**config.mk**
```make
export PLATFORM = sky130hd
export DESIGN_NAME = ddfs_sweep_ctrl
export DESIGN_NICKNAME = d
export VERILOG_FILES = /design/src/rtl/ddfs_pkg.sv /design/src/rtl/ddfs_dwell_timer.sv /design/src/rtl/ddfs_sweep_ctrl.sv
export SDC_FILE = /design/constraint.sdc
export NUM_CORES = 1
export LEC_CHECK = 0
export BUFFER_PORTS_ARGS = -buffer_cell sky130_fd_sc_hd__clkbuf_2
export CAP_MARGIN = 25
export CORE_MARGIN = 8
export CORE_UTILIZATION = 46
export DETAILED_ROUTE_END_ITERATION = 6
export HOLD_SLACK_MARGIN = 0.1
export PLACE_DENSITY = 0.67
export SYNTH_ARGS = -nofsm -noshare
export SYNTH_HDL_FRONTEND = slang
export SYNTH_SLANG_ARGS = --single-unit
```
**constraint.sdc**
```tcl
create_clock -name clk -period 8.73 [get_ports clk]
set_clock_uncertainty 0.1 [all_clocks]
set_input_delay 0.4365 -clock clk [delete_from_list [all_inputs] [get_ports clk]]
set_output_delay 0.4365 -clock clk [all_outputs]
set_load 0.02 [all_outputs]
```
**src/rtl/ddfs_pkg.sv**
```systemverilog
// ddfs_pkg
//   Shared constants and the sweep-controller state type for the ddfs
//   frequency-sweep slice.
//   FCW_W         : width of the ddfs frequency control word
//   DWELL_W       : width of the per-value dwell counter
//   sweep_state_t : sequencer states (IDLE / DWELL / STEP / LAST)
package ddfs_pkg;

  localparam int FCW_W   = 23;
  localparam int DWELL_W = 16;

  typedef enum logic [1:0] {
    IDLE  = 2'd0,
    DWELL = 2'd1,
    STEP  = 2'd2,
    LAST  = 2'd3
  } sweep_state_t;

endpackage

```
**src/rtl/ddfs_dwell_timer.sv**
```systemverilog
// ddfs_dwell_timer
//   Loadable down-counter. load_i places load_val_i in the counter; while
//   en_i is high the counter decrements toward zero and expire_o is high
//   during the cycle in which it reads zero. A load issued in the expiry
//   cycle starts the next dwell without a gap.
// Ports
//   clk        in   system clock
//   rst_n      in   asynchronous active-low reset
//   load_i     in   load the counter (priority over counting)
//   en_i       in   count enable
//   load_val_i in   value to load (dwell length minus 1)
//   expire_o   out  counter is at zero while enabled
module ddfs_dwell_timer #(
  parameter int W = 16
) (
  input  logic         clk,
  input  logic         rst_n,
  input  logic         load_i,
  input  logic         en_i,
  input  logic [W-1:0] load_val_i,
  output logic         expire_o
);

  logic [W-1:0] cnt_q, cnt_d;

  always_comb begin
    cnt_d = cnt_q;
    if (load_i) begin
      cnt_d = load_val_i;
    end else if (en_i && (cnt_q != '0)) begin
      cnt_d = cnt_q - 1'b1;
    end
  end

  always_ff @(posedge clk or negedge rst_n) begin
    if (!rst_n) begin
      cnt_q <= '0;
    end else begin
      cnt_q <= cnt_d;
    end
  end

  assign expire_o = en_i && (cnt_q == '0);

endmodule

```
**src/rtl/ddfs_sweep_ctrl.sv**
```systemverilog
// ddfs_sweep_ctrl
//   Frequency-sweep sequencer for the ddfs fcontrol input. Steps the
//   frequency word from a start value toward a stop value, holding each
//   value for cfg_dwell+1 cycles, then pulses done. abort mutes the output
//   and returns to IDLE from any state.
//   Build option: DDFS_SWEEP_BIDIR_EN enables a triangle sweep (up leg to
//   stop, then down leg back to start). Without it only the up leg is
//   produced and sweep_dir is tied low.
// Ports
//   clk            in   system clock
//   rst_n          in   asynchronous active-low reset
//   start          in   1-cycle sweep request, honoured in IDLE only
//   abort          in   stop sweep and mute output (highest priority)
//   cfg_start_fcw  in   first frequency word
//   cfg_stop_fcw   in   final frequency word
//   cfg_step_fcw   in   increment per step
//   cfg_dwell      in   hold time per value, cycles minus 1
//   fcontrol       out  frequency word to ddfs
//   busy           out  sweep in progress
//   done           out  1-cycle pulse on normal completion
//   sweep_dir      out  0 = up leg, 1 = down leg
//
// state | meaning
// ------+--------------------------------------------------------------
// IDLE  | no sweep; fcontrol holds final value (or 0 after abort/reset)
// DWELL | holding an intermediate value; at expiry the step is taken
// STEP  | step decision; resolved combinationally in the expiry cycle
//       | of DWELL, so the state register never holds it
// LAST  | holding the final value; at expiry pulse done and go IDLE
module ddfs_sweep_ctrl #(
  parameter int FCW_W   = ddfs_pkg::FCW_W,
  parameter int DWELL_W = ddfs_pkg::DWELL_W
) (
  input  logic               clk,
  input  logic               rst_n,
  input  logic               start,
  input  logic               abort,
  input  logic [FCW_W-1:0]   cfg_start_fcw,
  input  logic [FCW_W-1:0]   cfg_stop_fcw,
  input  logic [FCW_W-1:0]   cfg_step_fcw,
  input  logic [DWELL_W-1:0] cfg_dwell,
  output logic [FCW_W-1:0]   fcontrol,
  output logic               busy,
  output logic               done,
  output logic               sweep_dir
);

  import ddfs_pkg::*;

`ifdef DDFS_SWEEP_BIDIR_EN
  localparam bit BIDIR = 1'b1;
`else
  localparam bit BIDIR = 1'b0;
`endif

  sweep_state_t       state_q, state_d;
  logic [FCW_W-1:0]   fcw_q, fcw_d;
  logic [FCW_W-1:0]   start_q, start_d;
  logic [FCW_W-1:0]   stop_q, stop_d;
  logic [FCW_W-1:0]   step_q, step_d;
  logic [DWELL_W-1:0] dwell_q, dwell_d;
  logic               done_q, done_d;
  logic               dir_q, dir_d;

  logic               tmr_load;
  logic [DWELL_W-1:0] tmr_val;
  logic               tmr_expire;

  // One extra bit so an overflowing up step or an underflowing down step
  // is seen as reaching the end of the leg instead of wrapping.
  logic [FCW_W:0]     up_sum;
  logic [FCW_W:0]     dn_diff;
  logic               up_end;
  logic               dn_end;
  logic               cfg_degen;
  logic               going_down;

  assign up_sum     = {1'b0, fcw_q} + {1'b0, step_q};
  assign dn_diff    = {1'b0, fcw_q} - {1'b0, step_q};
  assign up_end     = (up_sum >= {1'b0, stop_q});
  assign dn_end     = dn_diff[FCW_W] || (dn_diff[FCW_W-1:0] <= start_q);
  assign cfg_degen  = (cfg_step_fcw == '0) || (cfg_start_fcw >= cfg_stop_fcw);

  // On the up leg fcontrol only equals stop after the clamp, so equality
  // marks the end of the stop dwell and the turn onto the down leg.
  assign going_down = BIDIR && (dir_q || (fcw_q == stop_q));

  ddfs_dwell_timer #(
    .W (DWELL_W)
  ) u_dwell_timer (
    .clk        (clk),
    .rst_n      (rst_n),
    .load_i     (tmr_load),
    .en_i       (busy),
    .load_val_i (tmr_val),
    .expire_o   (tmr_expire)
  );

  always_comb begin
    state_d  = state_q;
    fcw_d    = fcw_q;
    start_d  = start_q;
    stop_d   = stop_q;
    step_d   = step_q;
    dwell_d  = dwell_q;
    dir_d    = dir_q;
    done_d   = 1'b0;
    tmr_load = 1'b0;
    tmr_val  = dwell_q;

    if (abort) begin
      state_d = IDLE;
      fcw_d   = '0;
      dir_d   = 1'b0;
    end else begin
      case (state_q)
        IDLE: begin
          if (start) begin
            start_d  = cfg_start_fcw;
            stop_d   = cfg_stop_fcw;
            step_d   = cfg_step_fcw;
            dwell_d  = cfg_dwell;
            fcw_d    = cfg_start_fcw;
            dir_d    = 1'b0;
            tmr_load = 1'b1;
            tmr_val  = cfg_dwell;
            state_d  = cfg_degen ? LAST : DWELL;
          end
        end
        DWELL: begin
          if (tmr_expire) begin
            tmr_load = 1'b1;
            if (going_down) begin
              dir_d = 1'b1;
              if (dn_end) begin
                fcw_d   = start_q;
                state_d = LAST;
              end else begin
                fcw_d = dn_diff[FCW_W-1:0];
              end
            end else if (up_end) begin
              fcw_d   = stop_q;
              // Triangle sweep still has the down leg ahead of it.
              state_d = BIDIR ? DWELL : LAST;
            end else begin
              fcw_d = up_sum[FCW_W-1:0];
            end
          end
        end
        LAST: begin
          if (tmr_expire) begin
            state_d = IDLE;
            done_d  = 1'b1;
            dir_d   = 1'b0;
          end
        end
        default: begin
          state_d = IDLE;
        end
      endcase
    end
  end

  always_ff @(posedge clk or negedge rst_n) begin
    if (!rst_n) begin
      state_q <= IDLE;
      fcw_q   <= '0;
      start_q <= '0;
      stop_q  <= '0;
      step_q  <= '0;
      dwell_q <= '0;
      done_q  <= 1'b0;
      dir_q   <= 1'b0;
    end else begin
      state_q <= state_d;
      fcw_q   <= fcw_d;
      start_q <= start_d;
      stop_q  <= stop_d;
      step_q  <= step_d;
      dwell_q <= dwell_d;
      done_q  <= done_d;
      dir_q   <= dir_d;
    end
  end

  assign fcontrol = fcw_q;
  assign busy     = (state_q != IDLE);
  assign done     = done_q;

`ifdef DDFS_SWEEP_BIDIR_EN
  assign sweep_dir = dir_q;
`else
  assign sweep_dir = 1'b0;
`endif

endmodule

```
# ---- Word level (Yosys, flattened, before mapping)
# Cells that the tools add are included.
dict set report op_classes {
  addsub 2
  magnitude_cmp 2
  n_eq_ne 6
  muxes 23
  bitwise_logic 1
  n_reduce_logical 13
}
# op count
set op_table {}
lappend op_table {{$mux W23} 4}
lappend op_table {{$mux W16} 5}
lappend op_table {{$pmux W23 S2} 1}
lappend op_table {{$add A23 B23 Y24} 1}
lappend op_table {{$ge A24 B23 Y1} 1}
lappend op_table {{$ge A23 B23 Y1} 1}
lappend op_table {{$logic_not A23 Y1} 1}
lappend op_table {{$logic_not A16 Y1} 1}
lappend op_table {{$reduce_bool A16 Y1} 1}
lappend op_table {{$sub A16 B1 Y16 const B} 1}
lappend op_table {{$mux W2} 6}
lappend op_table {{$ne A3 B3 Y1 const B} 4}
lappend op_table {{$pmux W2 S3} 1}
lappend op_table {{$reduce_and A3 Y1} 2}
lappend op_table {{$mux W1} 5}
lappend op_table {{$reduce_and A4 Y1} 1}
lappend op_table {{$reduce_bool A2 Y1} 2}
lappend op_table {{$reduce_bool A3 Y1} 1}
lappend op_table {{$eq A2 B1 Y1 const B} 1}
lappend op_table {{$eq A2 B2 Y1 const B} 1}
lappend op_table {{$logic_and A1 B1 Y1} 2}
lappend op_table {{$logic_not A2 Y1} 1}
lappend op_table {{$pmux W1 S2} 1}
lappend op_table {{$logic_or A1 B1 Y1} 1}
lappend op_table {{$not A1 Y1} 1}
dict set report totals {
  ff_bits 104
  in_bits 89
  out_inout_bits 26
  wordCells 54
}

# ---- Depth between registers and ports, before layout
# Gate-level depths: netlist of the first run.
dict set report logic_depth {
  word_depth 6
  ltp_mapped 21
  mapped_depth_nobuf 20
}

# ---- Hierarchy
# From an unflattened synthesis of the first run, not the netlist that was laid out.
dict set report unflattened {
  hier_cells 760
  hier_area_um2 7230.7
}
# mod instances cells_each area_per_inst_um2 seq_area_each_um2
set by_module_without_submodules {}
lappend by_module_without_submodules {ddfs_sweep_ctrl 1 644 6180.9 2202.1}
lappend by_module_without_submodules {ddfs_dwell_timer 1 116 1049.8 400.4}

# ---- Worst setup path before layout of the first run
# OpenSTA, ideal clock, no wires.
dict set report synth_path {
  path_type {reg2reg}
  from {register fcw_q[5], in the netlist fcontrol[5]}
  to {register fcw_q[5], in the netlist fcontrol[5]}
  setup_time_ns 0.133
  arrival_ns 4.010
  required_time_ns 8.497
  setup_slack_ns 4.488
  path_stages_with_launch 20
  path_buffers 1
  synth_period_minus_slack_ns 4.242
  path_cell_list {dfrtp_1 ha_1 a21o_1 a2111o_1 a2bb2oi_1 o211a_1 a31oi_1 o21ai_1 a31oi_1 xnor2_1 ha_1 a21o_1 a211oi_1 o21ai_0 a21oi_1 o31ai_2 nor2_8 buf_6 mux2i_1 o21ai_1}
}
dict set report synth_between {
  elab_chain_len 6
}
# element line
set synth_rtl {}
lappend synth_rtl {{from (decl)} ddfs_sweep_ctrl.sv:57} ;# logic [FCW_W-1:0] fcw_q, fcw_d;
lappend synth_rtl {{from (signal assigned)} ddfs_sweep_ctrl.sv:176} ;# fcw_q <= fcw_d;
lappend synth_rtl {{$add A23 B23 Y24 (*)} ddfs_sweep_ctrl.sv:78} ;# assign up_sum = {1'b0, fcw_q} + {1'b0, step_q};
lappend synth_rtl {{$ge A24 B23 Y1} ddfs_sweep_ctrl.sv:80} ;# assign up_end = (up_sum >= {1'b0, stop_q});
lappend synth_rtl {{$mux W23 (*)} ddfs_sweep_ctrl.sv:141} ;# end else if (up_end) begin
lappend synth_rtl {{$mux W23 (*)} ddfs_sweep_ctrl.sv:131} ;# if (tmr_expire) begin
lappend synth_rtl {{$pmux W23 S2 (*)} ddfs_sweep_ctrl.sv:116} ;# case (state_q)
lappend synth_rtl {{$mux W23 (*)} ddfs_sweep_ctrl.sv:111} ;# if (abort) begin
# Every way passes the cells marked *; elsewhere a longest branch is shown, timed or not. The select of a mux whose other input is x is not followed.
# A chain may end at the register's enable or synchronous reset.

# ---- Final worst setup path of the first run
# Ends and elaborated chain as after synthesis.

==> results of run 1 <==
## cell usage in the layout (no fill, tap or decap), drive strengths merged, types with 4 or more instances in the layout
cell type / instances
o21ai: 67
mux2i: 16
o211ai: 6
nor3: 12
a211oi: 7
nor2: 28
o311ai: 6
nor4: 7
nand2b: 5
a22oi: 22
a21oi: 31
xnor2: 14
nand2: 59
nand3: 12
nor3b: 4
clkbuf: 122
inv: 60
mux2: 39
a21o: 22
dfrtp: 104
xor2: 9
o221a: 5
nor2b: 7
a31oi: 8
buf: 4
ha: 70
nand4: 8
a221o: 4
## per-stage QoR
step | hold slack (ns) | cells | util (%)
after floorplan | 0.04091 | 703 | -
after global placement | 0.3856 | 974 | 51.75
after detailed placement | 0.3893 | 974 | 51.75
after CTS | 0.1911 | 991 | 53.81
after global routing | 0.2049 | 991 | 53.81
final | 0.1945 | 991 | 53.81
## sequential cells by signal, indices dropped and copies added, names as in the netlist
name	cells
fcontrol	23
step_q	23
done	1
dwell_q	16
state_q	2
u_dwell_timer.cnt_q	16
stop_q	23
## power groups by stage
stage	clock (mW)	sequential, mW	combinational (mW)
2_1_floorplan	0	0.669	0.660
4_1_cts	0.405	0.670	0.880
6_report	0.397	0.673	0.881
3_5_place_dp	0	0.678	0.874
5_1_grt	0.426	0.684	0.980
3_3_place_gp	0	0.673	0.848
## kinds of logic (layout without fill, tap and decap cells)
logic type,after synthesis,after routing,synth area share (%)
AOI/OAI and AO/OA,206,206,20.48
and+or+nand+nor,156,156,11.31
DFF,104,104,38.06
buffers and inverters,87,191,5.288
adders and majority gates,71,71,13.10
muxes,55,55,8.765
xor gates and xnor gates,23,23,2.946
other,1,1,0.05484
## repair_timing
item                                   in CTS  in global routing
endpoints found under the hold margin      49                  0
hold buffers                                1                  0
resized for setup                           0                  0
## layer usage
metal  vias up  track usage [%]
met4         0            7.224
met3        25            4.783
met2       175            31.49
met5         -                0
li1       2765                -
met1      2746            26.01
## area by class of cell
class | instances | area share (%)
Multi-Input combinational cell | 512 | 49.62
Sequential cell | 104 | 33.28
Timing Repair Buffer | 117 | 7.680
Clock buffer | 10 | 3.056
Tap cell | 184 | 2.944
Inverter | 58 | 2.784
Clock inverter | 6 | 0.6400
## worst paths after layout
path / start / endpoint / slack (ns)
max: fcontrol[5] / fcontrol[5] / 3.95
min: cfg_stop_fcw[18] / stop_q[18] / 0.19
max reg2reg: fcontrol[5] / fcontrol[5] / 3.95
min reg2reg: dwell_q[5] / dwell_q[5] / 0.40
max in group asynchronous: rst_n / fcontrol[9] / 6.83
min in group asynchronous: rst_n / dwell_q[12] / 0.54
## worst max-delay path, stage by stage, from the launching register on
cell,delay [ns]
dfrtp_1,0.39
ha_1,0.38
a21o_1,0.23
a2111o_1,0.34
a2bb2oi_1,0.15
o211a_1,0.26
a31oi_1,0.27
o21ai_1,0.17
a31oi_1,0.35
xnor2_1,0.11
ha_1,0.20
a21o_1,0.18
a211oi_1,0.21
o21ai_0,0.11
a21oi_1,0.16
o31ai_2,0.17
nor2_8,0.46
mux2i_1,0.27
o21ai_1,0.08
==> impl_metrics.env, run 1 <==
export IMPL_multi_input_area_um2=3880
export IMPL_fmax_mhz=209.0
export IMPL_synth_area_leaders="dfrtp_1 38%, ha_1 13%, mux2_2 6.4%"
export IMPL_fin_ws_ns=3.946
export IMPL_cp_max_fo=25
export IMPL_drc=0
export IMPL_highest_layer="met4"
export IMPL_dp_slack_ns=4.012
export IMPL_switching_share_pct=39.85
export IMPL_wl_per_cell_um=18.82
export IMPL_ioPinCount=115
export IMPL_final_period_utilization_pct=54.80
export IMPL_htreeDepth=3
export IMPL_grt_max_degree=90
export IMPL_slew_viol_final=0
export IMPL_hpwl_um=14520
export IMPL_pwr_share_seq_pct=34.5
export IMPL_grt_pass1_wl_um=29650
export IMPL_syn_area_per_cell_um2=9.727
export IMPL_setup_tns_ns=0
export IMPL_place_congestion=0.9144
export IMPL_worstHoldPathCells=3
export IMPL_min_period_ns=4.784
export IMPL_pwr_share_clk_pct=20.3
export IMPL_fp_coreArea_um2=14530
export IMPL_slew_headroom_pct=38.40
export IMPL_grt_use_total_pct=19.92
export IMPL_yosysTopAreaCell="dfrtp_1"
export IMPL_num_antenna_cells=0
export IMPL_yosys_warnings=0
export IMPL_cts_sinks=104
export IMPL_vias_per_cell=5.763
export IMPL_total_power_mw=1.951
export IMPL_maxCapViolations=0
export IMPL_met1_length_um=8529
export IMPL_synth_fp_nets=863
export IMPL_final_nets=962
export IMPL_port_buffers=113
export IMPL_drtAntennaViolNets=0
export IMPL_route_met3_wl_um=1072
export IMPL_wirelength_um=18650
export IMPL_status="finished, final reports clean"
export IMPL_p_comb_share_pct=45.2
export IMPL_worstPathRequired_ns=8.84
export IMPL_dr_pass1_iters=5
export IMPL_tightest_slew_ns=0.9155
export IMPL_cp_arrival_ns=4.89
export IMPL_register_area_um2=2603
export IMPL_finalSetupViolCount=0
export IMPL_cts_root_buf="clkbuf_16"
export IMPL_start_kind="register"
export IMPL_async_flop_share_pct=100.0
export IMPL_hp_class="input port to register"
export IMPL_antenna_found_initial=0
export IMPL_clk_latency_ns=0.37
export IMPL_ir_drop_uv=127.7
export IMPL_drt_iter0_drc=366
export IMPL_vias=5711
export IMPL_synth_flop_cell="dfrtp_1"
export IMPL_drive_gt1_share_pct=23.42
export IMPL_hold_viol_final=0
export IMPL_cts_buffer_depth=2
export IMPL_yosysUniqueCellTypes=67
export IMPL_rsz0062_at_grt="false"
export IMPL_synth_common_cells="104 x dfrtp_1, 70 x ha_1, 58 x inv_1, 58 x nand2_1, 50 x o21ai_0"
export IMPL_grt_pass1_vias=5826
export IMPL_design_area_um2=7820
export IMPL_p_per_area_nw_per_um2=249.5
export IMPL_synth_top_area_share_pct=38.06
export IMPL_overflow=0
export IMPL_yosysSeqAreaShare_pct=38.06
export IMPL_fp_dieH_um=137.9
export IMPL_wl_met2_um=8667
export IMPL_ys_seq_elements=104
export IMPL_p_int_mw=1.174
export IMPL_placed_area_um2=7521
export IMPL_synth_most_common_cell="dfrtp_1"
export IMPL_synth_edf_count=0
export IMPL_fillers=1349
export IMPL_initial_core_util_pct=47.05
export IMPL_clk_pin_slew_ns=0.07
export IMPL_cts_tree="yes"
export IMPL_crit_type="register to register"
export IMPL_netlist_area_um2=6838
export IMPL_dieArea_um2=19020
export IMPL_syn_instance_count=703
export IMPL_p_sw_mw=0.7776
export IMPL_num_rows=44
export IMPL_die_width_um=137.9
export IMPL_p_leak_nw=3.850
export IMPL_endpoint_kind="register"
export IMPL_reg2reg_depth=18
export IMPL_cts_setup_buffers=0
export IMPL_cts_buffers=9
export IMPL_synthToLayoutAreaGrowth_pct=14.36
No activity file was read; power rests on OpenSTA's default activity.
==> run 2: changes to the inputs <==
ABC_AREA = 1   (was unset)
clock period = 4.68 ns   (was 8.73 ns; I/O delays follow)
==> impl_metrics.env, run 2 <==
export IMPL_path_delay_family="simple AND/OR/NAND/NOR gates"
export IMPL_yosysSeqAreaShare_pct=34.28
export IMPL_die_width_um=144.5
export IMPL_worstHoldPathCells=5
export IMPL_reg2reg_depth=22
export IMPL_wirelength_um=22180
export IMPL_syn_area_per_cell_um2=7.458
export IMPL_crit_start="fcontrol[0]"
export IMPL_fp_coreArea_um2=16350
export IMPL_synth_area_leaders="dfrtp_1 34%, nand2_1 13%, ha_1 12%"
export IMPL_setup_tns_ns=0
export IMPL_drive_gt1_share_pct=15.49
export IMPL_route_met3_wl_um=1232
export IMPL_fin_ws_ns=0.4308
export IMPL_drc=0
export IMPL_layout_common_cells="268 x nand2_1, 131 x inv_1, 112 x clkbuf_2"
export IMPL_synth_common_cells="268 x nand2_1, 131 x inv_1, 104 x dfrtp_1"
export IMPL_grt_use_total_pct=21.94
export IMPL_final_period_utilization_pct=90.80
export IMPL_cp_num_buf_inv=2
export IMPL_netlist_area_um2=7592
export IMPL_synth_edf_count=0
export IMPL_cp_arrival_ns=4.40
export IMPL_vias=7272
export IMPL_start_kind="register"
export IMPL_grt_pass1_vias=7196
export IMPL_cts_root_buf="clkbuf_16"
export IMPL_wl_met2_um=10640
export IMPL_async_flop_share_pct=100.0
export IMPL_synthToLayoutAreaGrowth_pct=22.58
export IMPL_drtAntennaViolNets=0
export IMPL_yosysTopAreaCell="dfrtp_1"
export IMPL_cts_tree="yes"
export IMPL_antenna_found_initial=1
export IMPL_crit_top_cell="nand2_1"
export IMPL_overflow=0
export IMPL_synth_flop_cell="dfrtp_1"
export IMPL_grt_max_degree=68
export IMPL_dp_slack_ns=0.5021
export IMPL_fmax_mhz=235.3
export IMPL_num_antenna_cells=0
export IMPL_rsz0062_at_grt="false"
export IMPL_wl_per_cell_um=15.75
export IMPL_slew_viol_final=0
export IMPL_crit_type="register to register"
export IMPL_p_leak_nw=4.982
export IMPL_finalSetupViolCount=0
export IMPL_vias_per_cell=5.165
export IMPL_critPathMaxStageDelay_ns=0.41
export IMPL_place_congestion=0.9898
export IMPL_status="finished, final reports clean"
export IMPL_hp_class="input port to register"
export IMPL_final_nets=1343
export IMPL_tightest_slew_ns=0.8824
export IMPL_drt_iter0_drc=366
export IMPL_cts_buffer_depth=2
export IMPL_met1_length_um=9852
export IMPL_clk_pin_slew_ns=0.08
export IMPL_min_period_ns=4.249
export IMPL_ir_drop_uv=330.5
export IMPL_dieArea_um2=20870
export IMPL_cp_depth=22
export IMPL_crit_chain="ha_1, inv_1, fa_1, inv_1, nand3_1, nor2_1, nor2_1, o21ai_1, nand2_1, nand3_1, nand2_1, ha_1, nand2_1, o21ai_0, a21oi_1, nor3_4, nor2_8, nand2_4, nand2_1, nand3_1, nand2_1, nand2_1"
export IMPL_num_rows=47
export IMPL_highest_layer="met5"
export IMPL_p_per_area_nw_per_um2=702.4
export IMPL_hold_viol_final=0
export IMPL_layout_commonest_cell="nand2_1"
export IMPL_ys_seq_elements=104
export IMPL_syn_instance_count=1018
export IMPL_clk_latency_ns=0.36
export IMPL_cp_max_fo=23
export IMPL_synth_top_area_share_pct=34.28
export IMPL_cts_sinks=104
export IMPL_grt_pass1_wl_um=35940
export IMPL_dr_pass1_iters=5
export IMPL_htreeDepth=3
export IMPL_cts_resized_gates=0
export IMPL_fp_dieH_um=144.5
export IMPL_slew_headroom_pct=41.18
export IMPL_holdCritStartpoint="cfg_start_fcw[22]"
export IMPL_cts_buffers=9
export IMPL_synth_most_common_cell="nand2_1"
export IMPL_initial_core_util_pct=46.44
export IMPL_slowest_stage="fa_1"
export IMPL_r2r_start="fcontrol[0]"
export IMPL_yosysUniqueCellTypes=53
export IMPL_ioPinCount=115
export IMPL_port_buffers=113
export IMPL_synth_fp_nets=1178
export IMPL_maxCapViolations=0
export IMPL_hpwl_um=16800
export IMPL_worstPathRequired_ns=4.83
export IMPL_yosys_warnings=0
export IMPL_endpoint_kind="register"
==> run 2: kinds of logic (layout without fill, tap and decap cells) <==
family                   count (synthesis)  after routing  synth area share [%]
adder cells (fa/ha/maj)                 71             71                 11.80
buffers and inverters                  161            331                 8.536
flip-flops                             104            104                 34.28
other                                    1              1               0.04939
XOR/XNOR                                29             29                 3.346
AND/OR/NAND/NOR                        484            484                 27.80
AO/OA/AOI/OAI                          145            145                 10.81
multiplexers                            23             23                 3.378
==> run 2: power by group <==
part | total, mW | internal [mW] | leakage (nW) | switching (mW)
combinational | 4.14 | 1.51 | 3.55 | 2.63
clock | 0.748 | 0.372 | 0.141 | 0.377
sequential | 1.64 | 1.31 | 1.29 | 0.331
==> run 2: final cells by class <==
class / instances / area (um2)
multi-input cells: 753 / 4365
fillers: 1574 / 7042
well taps: 220 / 275.3
clock buffers: 9 / 225.2
inverters: 133 / 501.7
flip-flops and latches: 104 / 2603
clock inverters: 7 / 62.56
repair buffers: 182 / 1274
==> run 2: worst register-to-register path: cells and delay by family, from the launching register on <==
family / cells / cell delay (ns)
simple gates: 14 / 1.75
fa+ha+maj: 3 / 0.97
compound gates: 3 / 0.69
flops: 1 / 0.40
buf+inv: 2 / 0.22
==> run 2: what timing repair did <==
| item | CTS | global route |
|---|---|---|
| hold endpoints to repair | 129 | 0 |
| hold buffers | 64 | 0 |
| setup buffers | 0 | 0 |
==> run 2: routing by layer <==
layer,GRT usage [%],vias to the layer above
met5,0,-
met4,6.627,2
met3,3.929,30
met2,36.87,179
met1,28.11,3397
li1,-,3664
==> run 2: worst paths after layout <==
check / to / slack, ns
hold reg to reg: dwell_q[1] / 0.39
hold / removal: fcontrol[22] / 0.12
min in group asynchronous: stop_q[2] / 0.44
setup reg to reg: fcontrol[17] / 0.43
max in group asynchronous: step_q[16] / 2.98
setup / recovery: fcontrol[17] / 0.43
==> run 2: per-stage QoR <==
stage / hold slack, ns / std cells / power [mW] / instance area, um2 / util (%)
after floorplan: -0.1616 / 1018 / 4.696 / 7592 / -
after global placement: 0.3088 / 1326 / 5.639 / 8335 / 50.99
after detailed placement: 0.3113 / 1327 / 5.696 / 8351 / 51.08
after CTS: 0.1110 / 1407 / 6.521 / 9279 / 56.76
after global routing: 0.1425 / 1408 / 7.202 / 9306 / 56.93
final: 0.1243 / 1408 / 6.537 / 9306 / 56.93
